$ cat src/rtl/fwd_hazard_ctrl_pkg.sv
// ---------------------------------------------------------------------------
// fwd_hazard_ctrl_pkg
//   Shared definitions for the ID/EXE forwarding and hazard controller:
//   forwarding-select encodings, stall FSM state encoding, the per-operand
//   match result record and the select priority helper.
// ---------------------------------------------------------------------------
package fwd_hazard_ctrl_pkg;

  // Operand source selects as seen by the EXE-stage operand muxes.
  localparam logic [1:0] FWD_RF  = 2'd0;  // register file value
  localparam logic [1:0] FWD_MEM = 2'd1;  // result now sitting in MEM
  localparam logic [1:0] FWD_WB  = 2'd2;  // result now sitting in WB

  // Load-latency stall FSM.
  typedef enum logic {
    ST_IDLE = 1'b0,
    ST_WAIT = 1'b1
  } state_t;

  // Per-operand comparator result.
  typedef struct packed {
    logic [1:0] sel;  // select to use next cycle, when this instruction is in EXE
    logic       haz;  // operand needs the result of a load currently in EXE
  } match_t;

  // Youngest producer wins: the EXE instruction is newer than the MEM one,
  // so its value supersedes an older write to the same register.
  function automatic logic [1:0] fwd_pick(input logic m_exe, input logic m_mem);
    if (m_exe)      return FWD_MEM;
    else if (m_mem) return FWD_WB;
    else            return FWD_RF;
  endfunction

endpackage

$ cat src/rtl/fwd_src_match.sv
// ---------------------------------------------------------------------------
// fwd_src_match
//   Single-operand comparator. Matches one ID source register against the
//   EXE and MEM destinations and produces the forwarding select that will
//   apply one cycle later, plus a load-use hazard bit.
//
// Ports
//   src          in  REG_AW  source register address of this operand
//   src_use      in  1       operand is actually read by the ID instruction
//   id_valid     in  1       ID holds a real instruction
//   exe_dest     in  REG_AW  EXE destination register
//   exe_wb       in  1       EXE instruction writes back
//   exe_is_load  in  1       EXE instruction is a load
//   mem_dest     in  REG_AW  MEM destination register
//   mem_wb       in  1       MEM instruction writes back
//   res          out match_t select + hazard for this operand
// ---------------------------------------------------------------------------
module fwd_src_match
  import fwd_hazard_ctrl_pkg::*;
#(
  parameter int REG_AW = 5,
  parameter int FWD_R0 = 0
) (
  input  logic [REG_AW-1:0] src,
  input  logic              src_use,
  input  logic              id_valid,
  input  logic [REG_AW-1:0] exe_dest,
  input  logic              exe_wb,
  input  logic              exe_is_load,
  input  logic [REG_AW-1:0] mem_dest,
  input  logic              mem_wb,
  output match_t            res
);

  logic rd_ok;   // operand participates at all
  logic r0_ok;   // address is eligible for matching
  logic m_exe;
  logic m_mem;

  // With FWD_R0 = 0 the hardwired zero register never produces a match;
  // checking src alone suffices since a match implies src == dest.
  assign r0_ok = (FWD_R0 != 0) || (src != '0);
  assign rd_ok = id_valid & src_use & r0_ok;

  assign m_exe = rd_ok & exe_wb & (src == exe_dest);
  assign m_mem = rd_ok & mem_wb & (src == mem_dest);

  assign res.sel = fwd_pick(m_exe, m_mem);
  assign res.haz = exe_is_load & m_exe;

endmodule

$ cat src/rtl/fwd_hazard_ctrl.sv
// ---------------------------------------------------------------------------
// fwd_hazard_ctrl
//   Forwarding and hazard controller at the ID/EXE boundary. Forwarding is
//   resolved in ID and registered so the selects are stable for the whole
//   EXE cycle. Load-use hazards stall IF/ID and bubble EXE for LOAD_LAT
//   cycles; an external freeze holds every piece of state.
//
// Ports
//   clk          in  1                rising-edge clock
//   rst          in  1                asynchronous active-low reset
//   id_valid     in  1                ID stage holds a real instruction
//   id_src       in  NUM_SRC*REG_AW   operand i at [i*REG_AW +: REG_AW]
//   id_src_use   in  NUM_SRC          operand i is read by the ID instruction
//   exe_dest     in  REG_AW           EXE destination
//   exe_wb       in  1                EXE writes back
//   exe_is_load  in  1                EXE is a load
//   mem_dest     in  REG_AW           MEM destination
//   mem_wb       in  1                MEM writes back
//   pipe_hold    in  1                external freeze
//   fwd_sel      out NUM_SRC*2        registered selects, 2 bits per operand
//   stall_if_id  out 1                hold PC and IF/ID
//   bubble_exe   out 1                insert a NOP into ID/EXE
//   stall_cnt    out CNT_W            saturating hazard-stall cycle count
// ---------------------------------------------------------------------------
module fwd_hazard_ctrl
  import fwd_hazard_ctrl_pkg::*;
#(
  parameter int REG_AW   = 5,
  parameter int NUM_SRC  = 3,
  parameter int LOAD_LAT = 1,
  parameter int FWD_R0   = 0,
  parameter int CNT_W    = 16
) (
  input  logic                      clk,
  input  logic                      rst,
  input  logic                      id_valid,
  input  logic [NUM_SRC*REG_AW-1:0] id_src,
  input  logic [NUM_SRC-1:0]        id_src_use,
  input  logic [REG_AW-1:0]         exe_dest,
  input  logic                      exe_wb,
  input  logic                      exe_is_load,
  input  logic [REG_AW-1:0]         mem_dest,
  input  logic                      mem_wb,
  input  logic                      pipe_hold,
  output logic [NUM_SRC*2-1:0]      fwd_sel,
  output logic                      stall_if_id,
  output logic                      bubble_exe,
  output logic [CNT_W-1:0]          stall_cnt
);

  localparam int CW = $clog2(LOAD_LAT + 1);

  match_t [NUM_SRC-1:0]      mres;
  logic   [NUM_SRC-1:0][1:0] nxt_sel;
  logic   [NUM_SRC-1:0][1:0] sel_q;
  logic   [NUM_SRC-1:0]      haz_vec;
  logic                      haz;

  state_t                    state, state_nxt;
  logic   [CW-1:0]           cnt, cnt_nxt;

  // -------------------------------------------------------------------------
  // Per-operand comparators
  // -------------------------------------------------------------------------
  for (genvar g = 0; g < NUM_SRC; g++) begin : g_src
    fwd_src_match #(
      .REG_AW (REG_AW),
      .FWD_R0 (FWD_R0)
    ) u_match (
      .src         (id_src[g*REG_AW +: REG_AW]),
      .src_use     (id_src_use[g]),
      .id_valid    (id_valid),
      .exe_dest    (exe_dest),
      .exe_wb      (exe_wb),
      .exe_is_load (exe_is_load),
      .mem_dest    (mem_dest),
      .mem_wb      (mem_wb),
      .res         (mres[g])
    );
    assign nxt_sel[g] = mres[g].sel;
    assign haz_vec[g] = mres[g].haz;
  end

  assign haz = |haz_vec;

  // -------------------------------------------------------------------------
  // Stall FSM: state register
  // -------------------------------------------------------------------------
  always_ff @(posedge clk or negedge rst) begin
    if (!rst) begin
      state <= ST_IDLE;
      cnt   <= '0;
    end else if (!pipe_hold) begin
      state <= state_nxt;
      cnt   <= cnt_nxt;
    end
  end

  // -------------------------------------------------------------------------
  // Stall FSM: next state. The IDLE hazard cycle is the first stall cycle,
  // so WAIT covers the remaining LOAD_LAT-1 cycles. In WAIT the load has
  // already left EXE, so hazard terms are not looked at.
  // -------------------------------------------------------------------------
  always_comb begin
    state_nxt = state;
    cnt_nxt   = cnt;
    case (state)
      ST_IDLE: begin
        if (haz && (LOAD_LAT > 1)) begin
          state_nxt = ST_WAIT;
          cnt_nxt   = CW'(LOAD_LAT - 1);
        end
      end
      ST_WAIT: begin
        cnt_nxt = cnt - CW'(1);
        if (cnt == CW'(1)) state_nxt = ST_IDLE;
      end
      default: begin
        state_nxt = ST_IDLE;
        cnt_nxt   = '0;
      end
    endcase
  end

  // -------------------------------------------------------------------------
  // Stall FSM: outputs. Still driven during pipe_hold so the rest of the
  // pipeline sees a consistent picture of the current hazard.
  // -------------------------------------------------------------------------
  always_comb begin
    stall_if_id = 1'b0;
    bubble_exe  = 1'b0;
    case (state)
      ST_IDLE: begin
        stall_if_id = haz;
        bubble_exe  = haz;
      end
      ST_WAIT: begin
        stall_if_id = 1'b1;
        bubble_exe  = 1'b1;
      end
      default: ;
    endcase
  end

  // -------------------------------------------------------------------------
  // Registered forwarding selects. A stall cycle pushes a bubble into EXE,
  // and a bubble must read the register file, hence the zero load.
  // -------------------------------------------------------------------------
  always_ff @(posedge clk or negedge rst) begin
    if (!rst)            sel_q <= '0;
    else if (!pipe_hold) sel_q <= stall_if_id ? '0 : nxt_sel;
  end

  assign fwd_sel = sel_q;

  // -------------------------------------------------------------------------
  // Saturating stall counter; frozen cycles are not hazard stalls.
  // -------------------------------------------------------------------------
  always_ff @(posedge clk or negedge rst) begin
    if (!rst) begin
      stall_cnt <= '0;
    end else if (stall_if_id && !pipe_hold && (stall_cnt != '1)) begin
      stall_cnt <= stall_cnt + CNT_W'(1);
    end
  end

endmodule

$ cat config.mk
export PLATFORM = sky130hd
export DESIGN_NAME = fwd_hazard_ctrl
export DESIGN_NICKNAME = d
export VERILOG_FILES = /design/src/rtl/fwd_hazard_ctrl_pkg.sv /design/src/rtl/fwd_src_match.sv /design/src/rtl/fwd_hazard_ctrl.sv
export SDC_FILE = /design/constraint.sdc
export NUM_CORES = 1
export LEC_CHECK = 0
export ABC_AREA = 1
export BUFFER_PORTS_ARGS = -buffer_cell sky130_fd_sc_hd__buf_2
export CAP_MARGIN = 25
export CORE_ASPECT_RATIO = 0.9
export CORE_UTILIZATION = 54
export CTS_BUF_LIST = sky130_fd_sc_hd__clkbuf_4
export DETAILED_ROUTE_END_ITERATION = 10
export PLACE_DENSITY = 0.83
export SYNTH_ARGS = -nofsm -noshare
export SYNTH_HDL_FRONTEND = slang
export SYNTH_SLANG_ARGS = --single-unit
export TNS_END_PERCENT = 50
$ cat constraint.sdc
create_clock -name clk -period 2.35 [get_ports clk]
set_clock_uncertainty 0.15 [all_clocks]
set_input_delay 0.1175 -clock clk [delete_from_list [all_inputs] [get_ports clk]]
set_output_delay 0.1175 -clock clk [all_outputs]
set_load 0.01 [all_outputs]
==> metrics.md, run 1 <==
| Metric | Value |
|---|---|
| Status | `finished, final reports clean` |
| Drt initial violations | `158` |
| Slew margin rel. | `64.6%` |
| Die Footprint | `0.00390 mm2` |
| Cell area power density | `between 400 and 500 mW/mm2` |
| Max rail drop VDD | `0.000360 V` |
| Via Count | `between 2000 and 2500` |
| Max-slew violation count | `0` |
| Fmax | `roughly 540 MHz` |
| Post-synth ARST share | `between 90% and 100%` |
| Worst setup path category | `register to register` |
| Setup tns final | `0 ns` |
| Area contributors post-synth | `dfrtp_1, nand2_1, inv_1` |
| Antenna-violating nets left | `0` |
| Final setup violating endpoints | `0` |
| First-pass GRT wire length | `8.00 mm` |
| RSZ-0062 raised after global routing | `no` |
| IO Count | `a little under 60` |
| Crit path arrival time | `around 2.0 ns` |
| CP Capture Type | `register` |
| Static Leak | `between 1 and 1.5 nW` |
| Clock transition at path regs | `between 0.1 and 0.15 ns` |
| Largest net degree at the start of global routing | `31` |
| Root Buffer | `clkbuf_4` |
| Synth area leader | `dfrtp_1` |
| Worst setup margin | `0.508 ns` |
| Share of the synthesized area in the top cell type | `a little under a third` |
| Register area share after synthesis | `a little under a third` |
| Port buffer count | `a little under 60` |
| Post-CTS Resized | `0` |
| Clock latency at the later pin of the worst-skew pair | `between 0.3 and 0.4 ns` |
| Number of buffers created by CTS | `3` |
| DP Area | `roughly 0.0023 mm2` |
| Critical path fanouts, max | `10` |
| Layout Nets | `395` |
| Vias in the first global route | `between 1500 and 2000` |
| Layout cells sized above 1 | `between 20% and 30%` |
| Mapped cell area | `about 0.002 mm2` |
| CTS H-tree lvls | `1` |
| Worst-Margin Slew | `between 0.5 and 0.6 ns` |
| # rows | `20` |
| Post-DP HPWL | `between 3 and 4 mm` |
| Synth Net Count | `between 300 and 400` |
| Area growth syn-to-layout | `17.8%` |
| Tcrit/Tclk final | `78.4%` |
| TritonCTS clock tree | `built` |
| Post-Place Setup Slack | `0.548 ns` |
| Ant. Diodes | `0` |
| Avg WL per Cell | `approximately 12 um` |
| Core area | `~0.0034 mm2` |
| Max Root-Sink Buffers | `2` |
| Avg Vias per Cell | `5.19` |
| Critical path required time | `between 2 and 2.5 ns` |
| Cell variety after synth | `31` |
| Max_cap viols | `0` |
| Finished Cell Area | `approximately 0.0023 mm2` |
| Initial DRT Pass Iterations | `4` |
| GRT Total Usage | `a little over a quarter` |
| Fillers | `around 300` |
| Mean post-synth cell area | `6.55 um2` |
| Total gr overflow | `0` |
| Min-Delay Path Class | `input pin to register` |
| Cells after Synth | `around 300` |
| Starting Density | `between 50% and 60%` |
| Register area | `between 600 and 700 um2` |
| DRC viols | `0` |
| Fin. Hold Viols | `0` |
| Layout Utilization | `67.8%` |
| Die height | `59.3 um` |
| Multi-input gate area | `0.00111 mm2` |
| Sink Count | `24` |
| Initial antenna violation count | `0` |
| Placer Congestion | `approximately 0.91` |
| Top_reg_cell synth | `dfrtp_1` |
| Die width | `65.7 um` |
| Final WL | `4.66 mm` |
| Yosys reg bits | `24` |
| Synth warn | `0` |
| Worst Setup Start Kind | `register` |
| Post-synth EDFFs | `0` |
| Tmin final | `roughly 1.8 ns` |
==> power breakdown <==
group	switching, W	internal, W	total [W]	leakage (nW)
combinational	0.000147	0.000100	0.000247	0.974
sequential	0.0000318	0.000445	0.000477	0.330
clock	0.000128	0.000172	0.000300	0.0279
total	0.000307	0.000717	0.00102	1.33
==> through the flow <==
stage,cells,power [W],hold slack (ns)
2_1_floorplan,301,0.000623,-0.328
3_3_place_gp,396,0.000725,-0.0175
3_5_place_dp,396,0.000730,-0.0149
4_1_cts,402,0.00103,0.0652
5_1_grt,402,0.00109,0.108
6_report,402,0.00102,0.0703
==> final timing paths <==
check,start,endpoint,slack (ns),depth (start not counted)
max,stall_cnt[0],stall_cnt[7],0.51,10
max in group asynchronous,rst,stall_cnt[2],1.55,2
max reg2reg,stall_cnt[0],stall_cnt[7],0.51,10
min,id_src_use[0],fwd_sel[1],0.07,7
min reg2reg,fwd_sel[1],fwd_sel[1],0.34,2
min in group asynchronous,rst,fwd_sel[4],0.14,2
==> sequential cells by signal, summed over array words and instances (netlist names) <==
| name | flops |
|---|---|
| fwd_sel | 6 |
| cnt | 1 |
| state | 1 |
| stall_cnt | 16 |
==> metal layers <==
| layer | GRT usage [%] | part of all wire [%] |
|---|---|---|
| met5 | 0 | 0 |
| met4 | 7.14 | 0.47 |
| met3 | 3.85 | 7.0 |
| met2 | 39.5 | 43 |
| met1 | 38.6 | 49 |
==> synthesized netlist by cell type, types with 4 or more instances <==
cell and instances:
a21oi_1 5, dfrtp_1 24, inv_1 40, inv_2 9, nand2_1 99, nand3_1 22
nand4_1 19, nor2_1 24, o21ai_0 4, o21ai_1 4, xnor2_1 8, xor2_1 9
==> critical path, stage by stage, from the launching register on <==
cell,delay (ns)
dfrtp_1,0.41
ha_1,0.19
nand2_1,0.09
nor2_4,0.13
nand2_2,0.09
nor2_2,0.12
nand4_1,0.12
buf_4,0.20
nand3_4,0.14
nand2_1,0.07
nand2_1,0.06
==> logic make-up after synthesis <==
kind of cell	synth area share, %
compound gates	6.09
xor+xnor	7.55
fa+ha+maj	0.634
buf+inv	13.1
flops	30.5
simple gates	42.2
==> placed cells by master, fill, tap and decap left out, types with 2 or more instances in the layout <==
cell type and count:
nand2_1 99, buf_2 58, inv_1 40, nor2_1 24, dfrtp_1 24, nand3_1 22, nand4_1 19, inv_2 9
xor2_1 9, xnor2_1 8, a21oi_1 5, o21ai_1 4, o21ai_0 4, nor3_1 3, nor2_2 3, nand3_2 3
o211ai_1 3, clkbuf_4 3, nand2_2 2, o22ai_1 2, nor4_1 2, dlygate4sd3_1 2
==> cell type report <==
type / instances / area share, %
Inverter: 49 / 7.92
Timing Repair Buffer: 61 / 13.7
Tap cell: 44 / 2.37
Clock inverter: 1 / 1.29
Multi-Input combinational cell: 220 / 47.9
Sequential cell: 24 / 25.8
Clock buffer: 3 / 0.969
==> timing repair <==
| action | CTS | global route |
|---|---|---|
| endpoints found under the hold margin | 30 | 0 |
| hold buffers | 2 | 0 |
| setup buffers | 0 | 0 |
(Power assumes the default switching activity.)
==> run 2: changes to the inputs <==
--- a/config.mk
+++ b/config.mk
@@ -9,10 +9,10 @@
 export BUFFER_PORTS_ARGS = -buffer_cell sky130_fd_sc_hd__buf_2
 export CAP_MARGIN = 25
 export CORE_ASPECT_RATIO = 0.9
-export CORE_UTILIZATION = 54
+export CORE_UTILIZATION = 48
 export CTS_BUF_LIST = sky130_fd_sc_hd__clkbuf_4
 export DETAILED_ROUTE_END_ITERATION = 10
-export PLACE_DENSITY = 0.83
+export PLACE_DENSITY = 0.78
 export SYNTH_ARGS = -nofsm -noshare
 export SYNTH_HDL_FRONTEND = slang
 export SYNTH_SLANG_ARGS = --single-unit
==> constraint.sdc (replaced) <==
create_clock -name clk -period 1.6 [get_ports clk]
set_clock_uncertainty 0.15 [all_clocks]
set_input_delay 0.08 -clock clk [delete_from_list [all_inputs] [get_ports clk]]
set_output_delay 0.08 -clock clk [all_outputs]
set_load 0.01 [all_outputs]
==> metrics.md, run 2 (synthesized netlist as in run 1, its figures left out) <==
| Metric | Value |
|---|---|
| Number of buffers created by CTS | `3 (unchanged)` |
| Tcrit/Tclk final | `113% (was 78.4%)` |
| Worst setup margin | `-0.212 ns (was 0.508 ns)` |
| Crit path arrival time | `1.93 ns (was 1.95 ns)` |
| RSZ-0062 raised after global routing | `yes (was no)` |
| Drt initial violations | `173 (was 158)` |
| Sink Count | `24 (unchanged)` |
| Placer Congestion | `0.928 (was 0.911)` |
| Avg Vias per Cell | `5.06 (was 5.19)` |
| Starting Density | `51.4% (was 57.5%)` |
| Worst-Margin Slew | `0.547 ns (was 0.531 ns)` |
| Critical path fanouts, max | `3 (was 10)` |
| IO Count | `59 (unchanged)` |
| Non-Filler Instances | `431 (was 402)` |
| Hold Worst Slack | `0.0111 ns (was 0.0703 ns)` |
| Total gr overflow | `0 (unchanged)` |
| Min-Delay Endpoint | `fwd_sel[1] (unchanged)` |
| CP Capture Type | `register (unchanged)` |
| Largest net degree at the start of global routing | `29 (was 31)` |
| Final setup violating endpoints | `16 (was 0)` |
| Tmin final | `1.81 ns (was 1.84 ns)` |
| Min-Delay Path Class | `input pin to register (unchanged)` |
| Status | `complete, but fails checks (was finished, final reports clean)` |
| Register area | `601 um2 (unchanged)` |
| Die height | `62.8 um (was 59.3 um)` |
| Core area | `0.00384 mm2 (was 0.00343 mm2)` |
| GRT Total Usage | `26.1% (about the same)` |
| Critical path required time | `1.72 ns (was 2.46 ns)` |
| Die width | `69.6 um (was 65.7 um)` |
| CTS H-tree lvls | `1 (unchanged)` |
| # rows | `21 (was 20)` |
| Post-DP HPWL | `4.01 mm (was 3.65 mm)` |
| Avg WL per Cell | `12.7 um (was 11.6 um)` |
| Max rail drop VDD | `0.000760 V (was 0.000360 V)` |
| Failing checks | `setup timing` |
| Worst setup path category | `register to register (unchanged)` |
| Root Buffer | `clkbuf_4 (unchanged)` |
| Cell count of the worst hold path | `7 (unchanged)` |
| Post-Place Cells | `418 (was 396)` |
| Clock transition at path regs | `0.13 ns (was 0.14 ns)` |
| Worst Setup Start Kind | `register (unchanged)` |
| Final WL | `5.47 mm (was 4.66 mm)` |
| Tot Pwr | `0.00149 W (was 0.00102 W)` |
| Max_cap viols | `0 (unchanged)` |
| Fillers | `351 (was 304)` |
| Static Leak | `1.47 nW (was 1.33 nW)` |
| Hold_sp | `id_src_use[0] (unchanged)` |
| Max-slew violation count | `0 (unchanged)` |
| Max Root-Sink Buffers | `2 (unchanged)` |
| Slew margin rel. | `63.5% (was 64.6%)` |
| Layout Utilization | `67.1% (was 67.8%)` |
| Max reg flops | `16 (unchanged)` |
| Area growth syn-to-layout | `30.5% (was 17.8%)` |
| Reg-to-reg endpoint | `stall_cnt[12] (was stall_cnt[7])` |
| Multi-input gate area | `0.00118 mm2 (was 0.00111 mm2)` |
| Cell area power density | `581 mW/mm2 (was 441 mW/mm2)` |
| Fmax | `552 MHz (was 543 MHz)` |
| Most common cell after layout, fill and taps aside | `nand2_1 (unchanged)` |
| Worst r2r src | `stall_cnt[0] (unchanged)` |
| Clock latency at the later pin of the worst-skew pair | `0.32 ns (about the same)` |
| TritonCTS clock tree | `built (unchanged)` |
| Ant. Diodes | `0 (unchanged)` |
| Reg2Reg Setup Slack | `-0.21 ns (was 0.51 ns)` |
| Port buffer count | `58 (unchanged)` |
| DRC viols | `0 (unchanged)` |
| Initial antenna violation count | `0 (unchanged)` |
| Layout Nets | `422 (was 395)` |
| First-pass GRT wire length | `9.25 mm (was 8.00 mm)` |
| Layout cells sized above 1 | `31.9% (was 23.5%)` |
| CP Launch Point | `stall_cnt[0] (unchanged)` |
| Fin. Hold Viols | `0 (unchanged)` |
| Most frequent cells in the layout | `nand2_1, buf_2, inv_1 (unchanged)` |
| Vias in the first global route | `2077 (was 1870)` |
| Initial DRT Pass Iterations | `4 (unchanged)` |
| Post-Place Setup Slack | `-0.166 ns (was 0.548 ns)` |
| Die Footprint | `0.00437 mm2 (was 0.00390 mm2)` |
| Antenna-violating nets left | `0 (unchanged)` |
| Via Count | `2183 (was 2085)` |
| Path depth of the worst reg2reg path | `10 (unchanged)` |
| Largest reg by FF count | `stall_cnt (unchanged)` |
[run 2: what timing repair did]
action	4_1_cts	5_1_grt
hold endpoints to repair	30	0
hold buffers	2	0
gates resized for setup	5	10
pin swaps	3	3
cloned	2	0
setup buffers	4	1
setup endpoints to repair	16	18
[run 2: cell type report]
type,count,area share [%]
clock inverters,1,0.146
repair buffers,87,20.5
multi-input cells,221,45.8
inverters,49,7.15
flip-flops and latches,24,23.3
clock buffers,3,0.875
well taps,46,2.24
[run 2: power by group]
group	leakage, nW	switching, W	internal (W)
registers	0.330	0.0000334	0.000653
logic	1.13	0.000274	0.000252
clock network	0.0154	0.000190	0.0000916
[run 2: through the flow]
stage	TNS, ns	instance area [um2]
after global routing	-3.94	2570
after floorplan	-0.931	1980
after CTS	-1.77	2530
final	-2.41	2570
after global placement	-0.241	2420
after detailed placement	-1.64	2420
[run 2: how the worst max path moves through the flow]
stage / slack, ns / to
6_report: -0.21 / stall_cnt[12]
5_1_grt: -0.29 / stall_cnt[12]
4_1_cts: -0.16 / stall_cnt[2]
3_5_place_dp: -0.17 / stall_cnt[2]
3_3_place_gp: -0.03 / stall_cnt[12]
2_1_floorplan: -0.1 / stall_cnt[12]
[run 2: critical path: stages, from the launching register on]
cell and delay (ns):
dfrtp_1 0.38, ha_2 0.19, nand2_2 0.07, nor2_4 0.14, nand2_4 0.08, nor2_4 0.09, buf_4 0.11, nand2_1 0.06
xnor2_1 0.22, nand4_1 0.16, nand2_1 0.11
[run 2: metal layers]
| metal | GRT usage (%) | routed length [um] |
|---|---|---|
| met1 | 38.1 | 2520 |
| met2 | 40.8 | 2470 |
| met3 | 4.52 | 437 |
| met4 | 4.59 | 44 |
| met5 | 0 | 0 |
==> run 3: changes to the inputs <==
--- a/config.mk
+++ b/config.mk
@@ -9,10 +9,10 @@
 export BUFFER_PORTS_ARGS = -buffer_cell sky130_fd_sc_hd__buf_2
 export CAP_MARGIN = 25
 export CORE_ASPECT_RATIO = 0.9
-export CORE_UTILIZATION = 48
+export CORE_UTILIZATION = 45
 export CTS_BUF_LIST = sky130_fd_sc_hd__clkbuf_4
 export DETAILED_ROUTE_END_ITERATION = 10
-export PLACE_DENSITY = 0.78
+export PLACE_DENSITY = 0.74
 export SYNTH_ARGS = -nofsm -noshare
 export SYNTH_HDL_FRONTEND = slang
 export SYNTH_SLANG_ARGS = --single-unit
==> metrics.md, run 3 (synthesized netlist as in run 1, its figures left out) <==
| Metric | Value |
|---|---|
| Worst Setup Start Kind | `register (unchanged)` |
| Port buffer count | `58 (unchanged)` |
| GRT met1 Usage | `37.5% (was 38.1%)` |
| Final WL | `5.48 mm (was 5.47 mm)` |
| Vias in the first global route | `2073 (was 2077)` |
| Path depth of the worst reg2reg path | `10 (unchanged)` |
| Largest reg by FF count | `stall_cnt (unchanged)` |
| Tot Pwr | `0.00148 W (was 0.00149 W)` |
| Area growth syn-to-layout | `31.7% (was 30.5%)` |
| Die height | `64.8 um (was 62.8 um)` |
| Status | `complete, but fails checks (unchanged)` |
| Worst setup path endpoint | `stall_cnt[12] (unchanged)` |
| CTS H-tree lvls | `1 (unchanged)` |
| Max rail drop VDD | `0.000425 V (was 0.000760 V)` |
| Pint | `0.000999 W (was 0.000997 W)` |
| First-pass GRT wire length | `9.43 mm (was 9.25 mm)` |
| Die Footprint | `0.00465 mm2 (was 0.00437 mm2)` |
| Max-slew violation count | `0 (unchanged)` |
| GRT Total Usage | `25.6% (was 26.1%)` |
| Hold Worst Slack | `0.0424 ns (was 0.0111 ns)` |
| Via Count | `2216 (was 2183)` |
| Critical path required time | `1.71 ns (was 1.72 ns)` |
| Critical path fanouts, max | `6 (was 3)` |
| Ant. Diodes | `0 (unchanged)` |
| Tcrit/Tclk final | `110% (was 113%)` |
| # rows | `22 (was 21)` |
| Layout Nets | `429 (was 422)` |
| IO Count | `59 (unchanged)` |
| Worst r2r src | `stall_cnt[0] (unchanged)` |
| Antenna-violating nets left | `0 (unchanged)` |
| Fmax | `566 MHz (was 552 MHz)` |
| Core area | `0.00413 mm2 (was 0.00384 mm2)` |
| Worst setup path category | `register to register (unchanged)` |
| Reg2Reg Setup Slack | `-0.17 ns (was -0.21 ns)` |
| Clock share of power | `18.2% (was 18.9%)` |
| Initial antenna violation count | `0 (unchanged)` |
| Worst-Margin Slew | `0.543 ns (was 0.547 ns)` |
| Fin. Hold Viols | `0 (unchanged)` |
| Reg-to-reg endpoint | `stall_cnt[12] (unchanged)` |
| Max reg flops | `16 (unchanged)` |
| Met3 Use GR | `3.42% (was 4.52%)` |
| Root Buffer | `clkbuf_4 (unchanged)` |
| Number of buffers created by CTS | `3 (unchanged)` |
| Static Leak | `1.48 nW (was 1.47 nW)` |
| Die width | `71.8 um (was 69.6 um)` |
| Layout cells sized above 1 | `32.2% (was 31.9%)` |
| Placer Congestion | `0.922 (was 0.928)` |
| Max_cap viols | `0 (unchanged)` |
| Drt initial violations | `143 (was 173)` |
| Tmin final | `1.77 ns (was 1.81 ns)` |
| Switching power | `0.000485 W (was 0.000498 W)` |
| Crit path arrival time | `1.88 ns (was 1.93 ns)` |
| DRC viols | `0 (unchanged)` |
| Most frequent cells in the layout | `nand2_1, buf_2, inv_1 (unchanged)` |
| Sink Count | `24 (unchanged)` |
| Post-DP HPWL | `4.21 mm (was 4.01 mm)` |
| CP Launch Point | `stall_cnt[0] (unchanged)` |
| Part of the power in combinational logic | `34.6% (was 35.2%)` |
| Max Root-Sink Buffers | `2 (unchanged)` |
| Slew margin rel. | `63.8% (was 63.5%)` |
| Total gr overflow | `0 (unchanged)` |
| Min-Delay Path Class | `input pin to register (unchanged)` |
| Seq pwr share | `47.3% (was 45.9%)` |
| Most common cell after layout, fill and taps aside | `nand2_1 (unchanged)` |
| Clock transition at path regs | `0.13 ns (about the same)` |
| Sw Ratio | `32.7% (was 33.3%)` |
| Finished Cell Area | `0.00260 mm2 (was 0.00257 mm2)` |
| Clock latency at the later pin of the worst-skew pair | `0.32 ns (about the same)` |
| Failing checks | `setup timing (unchanged)` |
| CP Capture Type | `register (unchanged)` |
| Cell area power density | `571 mW/mm2 (was 581 mW/mm2)` |
| RSZ-0062 raised after global routing | `yes (unchanged)` |
| Avg Vias per Cell | `5.05 (was 5.06)` |
| DP Area | `0.00245 mm2 (was 0.00242 mm2)` |
| Avg WL per Cell | `12.5 um (was 12.7 um)` |
| Most Crowded Layer GR | `met2 (unchanged)` |
| Starting Density | `47.8% (was 51.4%)` |
| M2 GR Usage | `41.4% (was 40.8%)` |
| Final setup violating endpoints | `16 (unchanged)` |
| Initial DRT Pass Iterations | `4 (unchanged)` |
| Worst setup margin | `-0.168 ns (was -0.212 ns)` |
| TritonCTS clock tree | `built (unchanged)` |
| Largest net degree at the start of global routing | `25 (was 29)` |
## run 3: per-stage QoR
| step | TNS (ns) | cells | utilization [%] | setup WS, ns |
|---|---|---|---|---|
| floorplan | -0.931 | 301 | - | -0.0956 |
| global placement | -0.638 | 425 | 59.3 | -0.0793 |
| detailed placement | -1.48 | 425 | 59.3 | -0.126 |
| CTS | -1.70 | 436 | 62.1 | -0.137 |
| global route | -3.74 | 439 | 62.9 | -0.263 |
| finish | -1.90 | 439 | 62.9 | -0.168 |
## run 3: worst min path at each step
stage / end / startpoint / cells after the start
floorplan: cnt / rst / 0
global placement: stall_cnt[14] / rst / 1
detailed placement: stall_cnt[14] / rst / 1
CTS: fwd_sel[3] / mem_dest[0] / 5
global route: fwd_sel[3] / mem_dest[0] / 5
finish: fwd_sel[1] / id_src[1] / 6
## run 3: layout make-up
type                       instances  area, um2
clock buffer                       3       22.5
inverter                          49        184
fill                             407       1530
tap                               48       60.1
timing repair buffer              94        569
multi-input combinational        221       1160
sequential                        24        602
## run 3: worst max-delay path: stages (launching register included)
cell and delay (ns):
dfrtp_1 0.42, ha_2 0.20, nand2_2 0.06, nor2_4 0.09, nand2_2 0.08, nor2_2 0.10, nand4_1 0.17, buf_6 0.20
nand3_4 0.11, nand2_1 0.07, nand2_1 0.06
## run 3: power groups by stage
stage / sequential (W) / combinational [W] / clock [W]
3_5_place_dp: 0.000710 / 0.000433 / 0
3_3_place_gp: 0.000706 / 0.000429 / 0
5_1_grt: 0.000707 / 0.000575 / 0.000301
2_1_floorplan: 0.000724 / 0.000197 / 0
4_1_cts: 0.000698 / 0.000475 / 0.000276
6_report: 0.000701 / 0.000513 / 0.000270
## run 3: what timing repair did
action	in CTS	in global routing
endpoints found under the hold margin	30	0
hold buffers	3	0
buffers inserted	3	3
endpoints found under the setup margin	16	17
resized for setup	5	6
cloned	2	0
pin swaps	3	12
## run 3: per-layer routing
layer  vias up  share of wire [%]  routed length, um
li1       1145                  -                  -
met1      1019                 49               2670
met2        50                 46               2520
met3         2                5.0                272
met4         0               0.29                 16
met5         -                  0                  0
